### config.mk
export PLATFORM = sky130hd
export DESIGN_NAME = dma_mc
export DESIGN_NICKNAME = d
export VERILOG_FILES = /design/src/rtl/dma_mc.sv
export SDC_FILE = /design/constraint.sdc
export NUM_CORES = 1
export LEC_CHECK = 0
export CAP_MARGIN = 20
export CORE_AREA = 8 8 189 191
export CTS_CLUSTER_DIAMETER = 100
export CTS_CLUSTER_SIZE = 25
export DETAILED_ROUTE_END_ITERATION = 8
export DIE_AREA = 0 0 197 199
export SKIP_LAST_GASP = 1
export SYNTH_ARGS = -nofsm -noshare
export SYNTH_HDL_FRONTEND = slang
export SYNTH_SLANG_ARGS = --single-unit
### constraint.sdc
create_clock -name cpu_clk -period 7.3 [get_ports cpu_clk]
set_clock_uncertainty 0.05 [all_clocks]
set_input_delay 2.19 -clock cpu_clk [delete_from_list [all_inputs] [get_ports cpu_clk]]
set_output_delay 2.19 -clock cpu_clk [all_outputs]
set_load 0.02 [all_outputs]
### src/rtl/dma_mc.sv
// Round-robin multi-channel DMA front end: one read or write burst in flight, fed through the AXI master FIFOs.
// Optional no-progress timeout enabled by defining DMA_MC_TIMEOUT_EN.
module dma_mc #(
  parameter int ADDR_WIDTH     = 32,
  parameter int DATA_WIDTH     = 32,
  parameter int LEN_WIDTH      = 8,
  parameter int NUM_CH         = 4,
  parameter int TIMEOUT_CYCLES = 1024
) (
  input  logic                           cpu_clk,
  input  logic                           cpu_rst_n,
  input  logic [NUM_CH-1:0]              ch_req_valid,
  input  logic [NUM_CH-1:0]              ch_req_write,
  input  logic [NUM_CH*ADDR_WIDTH-1:0]   ch_req_addr,
  input  logic [NUM_CH*LEN_WIDTH-1:0]    ch_req_len,
  output logic [NUM_CH-1:0]              ch_req_done,
  output logic [NUM_CH-1:0]              ch_req_err,
  output logic [NUM_CH-1:0]              ch_rvalid,
  output logic [DATA_WIDTH-1:0]          ch_rdata,
  output logic [NUM_CH-1:0]              ch_wpull,
  input  logic [NUM_CH*DATA_WIDTH-1:0]   ch_wdata,
  output logic                           axi_master_read_start,
  input  logic                           axi_master_read_done,
  output logic [ADDR_WIDTH-1:0]          axi_master_target_read_addr,
  output logic [LEN_WIDTH-1:0]           axi_master_target_read_burst_len,
  output logic                           master2dma_afifo_rpull,
  input  logic                           master2dma_afifo_rempty,
  input  logic [DATA_WIDTH-1:0]          master2dma_afifo_rdata,
  output logic                           axi_master_write_start,
  input  logic                           axi_master_write_done,
  output logic [ADDR_WIDTH-1:0]          axi_master_target_write_addr,
  output logic [LEN_WIDTH-1:0]           axi_master_target_write_burst_len,
  output logic                           dma2master_afifo_wpush,
  output logic [DATA_WIDTH-1:0]          dma2master_afifo_wdata,
  input  logic                           dma2master_afifo_wfull
);

  localparam int GW = $clog2(NUM_CH);

  typedef enum logic [1:0] {IDLE, RD, WR, DONE} state_t;

  state_t                state;
  logic [GW-1:0]         grant, last_grant, next_grant, cand;
  logic                  any_req;
  logic [ADDR_WIDTH-1:0] addr_q;
  logic [LEN_WIDTH-1:0]  len_q;
  logic [LEN_WIDTH:0]    cnt, cnt_next, beats;
  logic                  done_seen, done_pulse, xfer_done, beat;
  logic [NUM_CH-1:0]     grant_oh;

  logic [ADDR_WIDTH-1:0] addr_arr  [NUM_CH];
  logic [LEN_WIDTH-1:0]  len_arr   [NUM_CH];
  logic [DATA_WIDTH-1:0] wdata_arr [NUM_CH];

  for (genvar g = 0; g < NUM_CH; g++) begin : g_unpack
    assign addr_arr[g]  = ch_req_addr[g*ADDR_WIDTH +: ADDR_WIDTH];
    assign len_arr[g]   = ch_req_len[g*LEN_WIDTH +: LEN_WIDTH];
    assign wdata_arr[g] = ch_wdata[g*DATA_WIDTH +: DATA_WIDTH];
  end

  // Scan from farthest to nearest so the first requester after last_grant is the final winner.
  // NOTE: every output of this block gets a default first so no latch is inferred.
  always_comb begin
    next_grant = last_grant;
    any_req    = 1'b0;
    cand       = '0;
    for (int i = NUM_CH; i >= 1; i--) begin
      cand = GW'((int'(last_grant) + i) % NUM_CH);
      if (ch_req_valid[cand]) begin
        next_grant = cand;
        any_req    = 1'b1;
      end
    end
  end

  // Counter is one bit wider than len so len+1 beats never wraps.
  assign beats      = {1'b0, len_q} + {{LEN_WIDTH{1'b0}}, 1'b1};
  assign grant_oh   = NUM_CH'(1) << grant;
  assign done_pulse = (state == RD) ? axi_master_read_done : axi_master_write_done;
  assign xfer_done  = done_seen | done_pulse;

  assign master2dma_afifo_rpull = (state == RD) && !master2dma_afifo_rempty && (cnt < beats);
  assign dma2master_afifo_wpush = (state == WR) && !dma2master_afifo_wfull && (cnt < beats);
  assign beat     = master2dma_afifo_rpull | dma2master_afifo_wpush;
  assign cnt_next = cnt + {{LEN_WIDTH{1'b0}}, beat};

`ifdef DMA_MC_TIMEOUT_EN
  localparam int TW = $clog2(TIMEOUT_CYCLES + 1);
  logic [TW-1:0] tmo;
  logic          err_q;
`endif

  // NOTE: sequential state uses non-blocking assignments so every register sees pre-edge values.
  always_ff @(posedge cpu_clk or negedge cpu_rst_n) begin
    if (!cpu_rst_n) begin
      state      <= IDLE;
      grant      <= '0;
      last_grant <= GW'(NUM_CH - 1);
      addr_q     <= '0;
      len_q      <= '0;
      cnt        <= '0;
      done_seen  <= 1'b0;
`ifdef DMA_MC_TIMEOUT_EN
      tmo        <= '0;
      err_q      <= 1'b0;
`endif
    end else begin
      case (state)
        IDLE: if (any_req) begin
          grant      <= next_grant;
          last_grant <= next_grant;
          addr_q     <= addr_arr[next_grant];
          len_q      <= len_arr[next_grant];
          cnt        <= '0;
          done_seen  <= 1'b0;
`ifdef DMA_MC_TIMEOUT_EN
          tmo        <= '0;
          err_q      <= 1'b0;
`endif
          state      <= ch_req_write[next_grant] ? WR : RD;
        end
        RD, WR: begin
          cnt       <= cnt_next;
          done_seen <= xfer_done;
          if (xfer_done && (cnt_next == beats)) begin
            state <= DONE;
          end
`ifdef DMA_MC_TIMEOUT_EN
          else if (!beat && !done_pulse) begin
            if (tmo == TW'(TIMEOUT_CYCLES - 1)) begin
              state <= DONE;
              err_q <= 1'b1;
            end else begin
              tmo <= tmo + 1'b1;
            end
          end else begin
            tmo <= '0;
          end
`endif
        end
        DONE:    state <= IDLE;
        default: state <= IDLE;
      endcase
    end
  end

  assign ch_req_done = (state == DONE) ? grant_oh : '0;
`ifdef DMA_MC_TIMEOUT_EN
  assign ch_req_err  = (state == DONE && err_q) ? grant_oh : '0;
`else
  assign ch_req_err  = '0;
`endif

  assign ch_rvalid = master2dma_afifo_rpull ? grant_oh : '0;
  assign ch_rdata  = master2dma_afifo_rpull ? master2dma_afifo_rdata : '0;
  assign ch_wpull  = dma2master_afifo_wpush ? grant_oh : '0;
  assign dma2master_afifo_wdata = dma2master_afifo_wpush ? wdata_arr[grant] : '0;

  assign axi_master_read_start             = (state == RD);
  assign axi_master_target_read_addr       = (state == RD) ? addr_q : '0;
  assign axi_master_target_read_burst_len  = (state == RD) ? len_q : '0;
  assign axi_master_write_start            = (state == WR);
  assign axi_master_target_write_addr      = (state == WR) ? addr_q : '0;
  assign axi_master_target_write_burst_len = (state == WR) ? len_q : '0;

endmodule

==> results of run 1 <==
-- routing by layer --
metal / share of wire / GRT usage / wire length (um) / up-vias
li1: - / - / - / 3558
met1: 0.38 / 0.160 / 11800 / 3298
met2: 0.50 / 0.274 / 15700 / 345
met3: 0.099 / 0.0570 / 3100 / 37
met4: 0.021 / 0.0415 / 644 / 0
met5: 0 / 0 / 0 / -
-- flip-flops by register name (all words and copies together) (netlist names) --
name and count:
len_q 8, state 2, cnt 9, done_seen 1, last_grant 2, grant 2, addr_q 32
-- critical path: cells and delay by family --
kind | cells | cell delay [ns]
buf+inv | 3 | 1.41
simple gates | 3 | 0.41
-- cells by family (layout without fill, tap and decap cells) --
logic type	count (synthesis)	count (layout)	share of synthesized area
buffers and inverters	77	519	0.0605
adders and majority gates	15	15	0.0301
other	1	5	0.000601
and+or+nand+nor	367	367	0.273
DFF	56	56	0.225
xor gates and xnor gates	17	17	0.0281
muxes	118	118	0.262
AOI/OAI and AO/OA	130	130	0.121
-- stage by stage --
stage | worst slack, ns | instance area [um^2] | utilization | instances
after floorplan | 1.91 | 6250 | - | 784
after CTS | 1.06 | 11700 | 0.355 | 1674
after detailed placement | 1.08 | 11500 | 0.351 | 1666
after global placement | 1.10 | 11500 | 0.351 | 1666
after global routing | 0.816 | 11700 | 0.355 | 1675
final | 1.04 | 11700 | 0.355 | 1675
-- report_power, final --
| group | internal (mW) | total, mW | switching [mW] |
|---|---|---|---|
| sequential | 0.459 | 0.653 | 0.194 |
| clock | 0.131 | 0.266 | 0.135 |
| combinational | 1.25 | 2.59 | 1.33 |
| total | 1.84 | 3.51 | 1.66 |
-- area by class of cell --
cell class	count	area, um^2
multi-input combinational	651	4500
fill	3436	21200
antenna	1	2.50
timing repair buffer	504	5020
inverter	7	26.3
tap	448	561
sequential	56	1410
clock buffer	5	125
clock inverter	3	27.5
-- path summary, 6_finish.rpt --
path	end	depth (start not counted)
max in group asynchronous	grant[0]	2
setup reg to reg	state[1]	15
hold / removal	done_seen	2
min in group asynchronous	len_q[1]	2
hold reg to reg	done_seen	2
setup / recovery	ch_rdata[31]	6
-- layout by cell type, fill, tap and decap left out, types with 3 or more instances in the layout --
cell type / synthesis / layout
ha_1: 15 / 14
nor2_1: 80 / 80
clkbuf_16: 0 / 5
mux4_2: 32 / 32
nand3_1: 7 / 7
xnor2_1: 9 / 9
and3_1: 4 / 4
o31ai_1: 3 / 3
a21oi_1: 7 / 6
conb_1: 1 / 4
o21ai_0: 37 / 37
a22o_1: 3 / 3
and2_1: 84 / 84
inv_1: 7 / 7
xor2_1: 6 / 6
mux2i_1: 44 / 44
nand4_1: 4 / 4
dfrtp_1: 54 / 52
buf_4: 13 / 10
nor2b_1: 7 / 5
clkdlybuf4s50_1: 0 / 492
o21a_1: 6 / 6
o211ai_1: 3 / 3
mux2_2: 42 / 42
nor4_1: 3 / 3
nand2_1: 164 / 163
o21ai_1: 55 / 55
==> qor.txt, run 1 <==
Run status = finished, final reports clean
Crit path time final = 6.26 ns
Die W = 197 um
Clk_lat worst skew = 0.31 ns
Mean Syn Cell Area = 7.99 um^2
Initial Utilization = 0.190
Leakage power = 4.64 nW
Number of synthesized register bits = 56
EDFF count, synth = 0
Setup Crit Path Kind = in -> out
Most common flop cell mapped by yosys = dfrtp_1
Highest clock rate = 160 MHz
Via count = 7238
Average routed wire per standard cell = 18.6 um
RSZ-0062 raised after global routing = false
WP data required = 5.06 ns
Critical path origin = master2dma_afifo_rempty
CORE AREA = 0.0329 mm^2
Worst-margin pin slew = 0.955 ns
R2r setup slk = 2.28 ns
Htree depth = 2
Largest net degree at the start of global routing = 82
# rows = 67
# IOs = 498
Synth area leader = dfrtp_1
DRC viols = 0
Chip height = 199 um
Critical-path top delay cell = clkdlybuf4s50_1
GP Congestion = 0.941
DP HPWL = 26100 um
Hold_sp = done_seen
GRT Overall Usage = 0.150
Critical path startpoint category = input port
Worst Hold Class = reg -> reg
Vias in the first global route = 7707
Maximum clock path buffer count = 2
Top cells by count, synth = 164 x nand2_1, 84 x and2_1, 80 x nor2_1
Aggregate routed wire length = 31200 um
Overflow left after global routing = 0
Maximum VDD drop = 0.125 mV
Share of cells above drive strength 1 = 0.0922
Slowest stage delay, CP = 0.66 ns
Yosys warns = 0
1st-iter DRT viols = 240
Slew Limit Fails = 0
CP endpoint kind = primary output
Clock transition at the registers of the reported paths = 0.09 ns
Reg2Reg Launch Point = len_q[0]
Async set-or-reset flop fraction in the synthesized netlist = 1.00
Global-route wire length before repair = 46000 um
Max Cap Viol = 0
Layout overhead on the synthesized area = 87.1%
Setup TNS = 0 ns
Setup violations, final = 0
Post-CTS Hold Fix Bufs = 0
Total power = 3.51 mW
Via/cell ratio = 4.32
CTS root buf = clkbuf_16
Post-synthesis cell type count = 58
Final Hold Vio Count = 0
Top cell type's share of synthesized area = 0.217
Synth area leaders = dfrtp_1 22%, mux4_2 12%, nand2_1 9.9%
TritonCTS clock tree = done
Clock sink total = 56
Top-count cell post-synth = nand2_1
Nets = 1574
Post-CTS setup buffers = 0
Post-Syn Area = 0.00624 mm^2
Seq/Total Area, Yosys = 0.225
Crit path DAT = 4.02 ns
Drt pass-1 iters = 4
Power density cells = 300 mW/mm^2
Final period util = 0.858
CTS resizes = 0
Antenna Violating Nets Remaining = 0
Worst-path fanout max = 35
Hold_ws = 0.449 ns
IO Port Bufs = 493
Die area = 0.0392 mm^2
Critical path, cell by cell = clkdlybuf4s50_1 > nor2b_2 > buf_4 > nand2_1 > nor2_1 > clkdlybuf4s50_1
Max-slew headroom = 0.363
Antenna violations before repair = 1
Most frequent CP cell = clkdlybuf4s50_1
CTS Buf Count = 5
Post-Synthesis Cells = 781
Power figures use the tool's default switching activity.
==> run 2, diff against run 1 <==
Settings changed: REMOVE_ABC_BUFFERS from default to 1.
==> run 2 against run 1 <==
Die area unchanged. Critical path type is now reg -> out. Fmax decreased by 1.9%. Sequential cell count unchanged. Wire length decreased by 1.6%. Critical endpoint is now ch_wpull[0]. Worst setup slack got worse by 0.12 ns. Highest routed layer unchanged.
==> qor.txt, run 2 (synthesis gave the netlist of run 1 again) <==
Run status = finished, final reports clean
Fin area = 0.0117 mm^2
Critical-path top delay cell = a2111oi_0
Hold_ws = 0.447 ns
TritonCTS clock tree = done
Most common cell after layout, fill and taps aside = clkdlybuf4s50_1
Crit path time final = 6.38 ns
Max Cap Viol = 0
Htree depth = 2
Setup ws final = 0.917 ns
Via/cell ratio = 4.29
Critical path, cell by cell = ha_1 > a21boi_1 > nor2_1 > ha_1 > a2111oi_0 > a21oi_4 > buf_4 > nor4_1 > clkdlybuf4s50_1
Slew Limit Fails = 0
Max-slew headroom = 0.331
Maximum VDD drop = 0.137 mV
GRT Overall Usage = 0.147
Biggest regs = addr_q: 32 flops, cnt: 9 flops, len_q: 8 flops
CORE AREA = 0.0329 mm^2
Most frequent CP cell = ha_1
RSZ-0062 raised after global routing = false
Clk_lat worst skew = 0.31 ns
DP HPWL = 25700 um
Clock sink total = 56
Overflow left after global routing = 0
Placed Area = 0.0115 mm^2
Via count = 7191
Initial Utilization = 0.190
Crit path DAT = 4.14 ns
Die area = 0.0392 mm^2
Diodes inserted = 0
CTS root buf = clkbuf_16
WP data required = 5.06 ns
CTS Buf Count = 5
Clock transition at the registers of the reported paths = 0.08 ns
Commonest cells after routing, fill and taps aside = 492 x clkdlybuf4s50_1, 163 x nand2_1, 84 x and2_1, 80 x nor2_1, 55 x o21ai_1
Setup Crit Path Kind = reg -> out
Final period util = 0.874
Vias in the first global route = 7448
# rows = 67
Antenna violations before repair = 1
Post-CTS Hold Fix Bufs = 0
Largest Register = addr_q
Slowest stage delay, CP = 0.68 ns
Highest clock rate = 157 MHz
CP endpoint kind = primary output
GP Congestion = 0.924
Setup violations, final = 0
Post-CTS setup buffers = 0
Pre-CTS WS = 0.966 ns
Worst Hold Class = reg -> reg
Nets = 1575
CTS resizes = 0
1st-iter DRT viols = 308
Antenna Violating Nets Remaining = 0
Total power = 3.50 mW
Critical path startpoint category = register
Fillers = 3423
DRC viols = 0
Final Hold Vio Count = 0
Power density cells = 299 mW/mm^2
IO Port Bufs = 493
Layout overhead on the synthesized area = 87.1%
Max reg flops = 32
Share of cells above drive strength 1 = 0.0921
# IOs = 498
Die W = 197 um
Leakage power = 4.64 nW
Global-route wire length before repair = 45100 um
Worst-margin pin slew = 0.995 ns
Average routed wire per standard cell = 18.3 um
Largest net degree at the start of global routing = 83
Aggregate routed wire length = 30700 um
Util after Layout = 0.355
Maximum clock path buffer count = 2
Drt pass-1 iters = 5
Worst-path fanout max = 36
Chip height = 199 um
==> run 2: routing by layer <==
metal	track usage	vias up	part of all wire
met5	0	-	0
met4	0.0293	0	0.014
met3	0.0499	22	0.088
met2	0.264	335	0.51
met1	0.169	3277	0.39
li1	-	3557	-
==> run 2: worst max-delay path, delay by kind of cell, from the launching register on <==
family	cells	cell delay [ns]
AO/OA/AOI/OAI	3	1.36
buffers and inverters	2	1.00
adder cells (fa/ha/maj)	2	0.63
flip-flops	1	0.49
AND/OR/NAND/NOR	2	0.33
==> run 2: worst paths after layout <==
| check | slack [ns] | to | start | cells past startpoint |
|---|---|---|---|---|
| max | 0.92 | ch_wpull[0] | len_q[0] | 9 |
| min | 0.45 | done_seen | done_seen | 2 |
| max reg2reg | 1.98 | state[1] | len_q[0] | 15 |
| min reg2reg | 0.45 | done_seen | done_seen | 2 |
| max in group asynchronous | 4.61 | grant[0] | cpu_rst_n | 2 |
| min in group asynchronous | 2.00 | addr_q[2] | cpu_rst_n | 2 |
==> run 2: final cells by class <==
type / instances / area [um^2] / share of cell area
clock buffer: 6 / 129 / 0.0110
sequential: 56 / 1410 / 0.120
multi-input combinational: 651 / 4510 / 0.386
clock inverter: 2 / 13.8 / 0.00118
tap: 448 / 561 / 0.0480
inverter: 7 / 26.3 / 0.00225
timing repair buffer: 505 / 5030 / 0.431
==> run 2: where the power goes <==
part / internal [mW] / switching (mW) / leakage (nW) / total, mW
combinational: 1.25 / 1.38 / 3.88 / 2.63
sequential: 0.459 / 0.154 / 0.687 / 0.613
clock: 0.129 / 0.125 / 0.0712 / 0.254
==> run 2: metrics by stage <==
stage	cells	setup TNS [ns]
2_1_floorplan	714	-21.80
3_3_place_gp	1667	0
3_5_place_dp	1667	0
4_1_cts	1675	0
5_1_grt	1675	0
6_report	1675	0
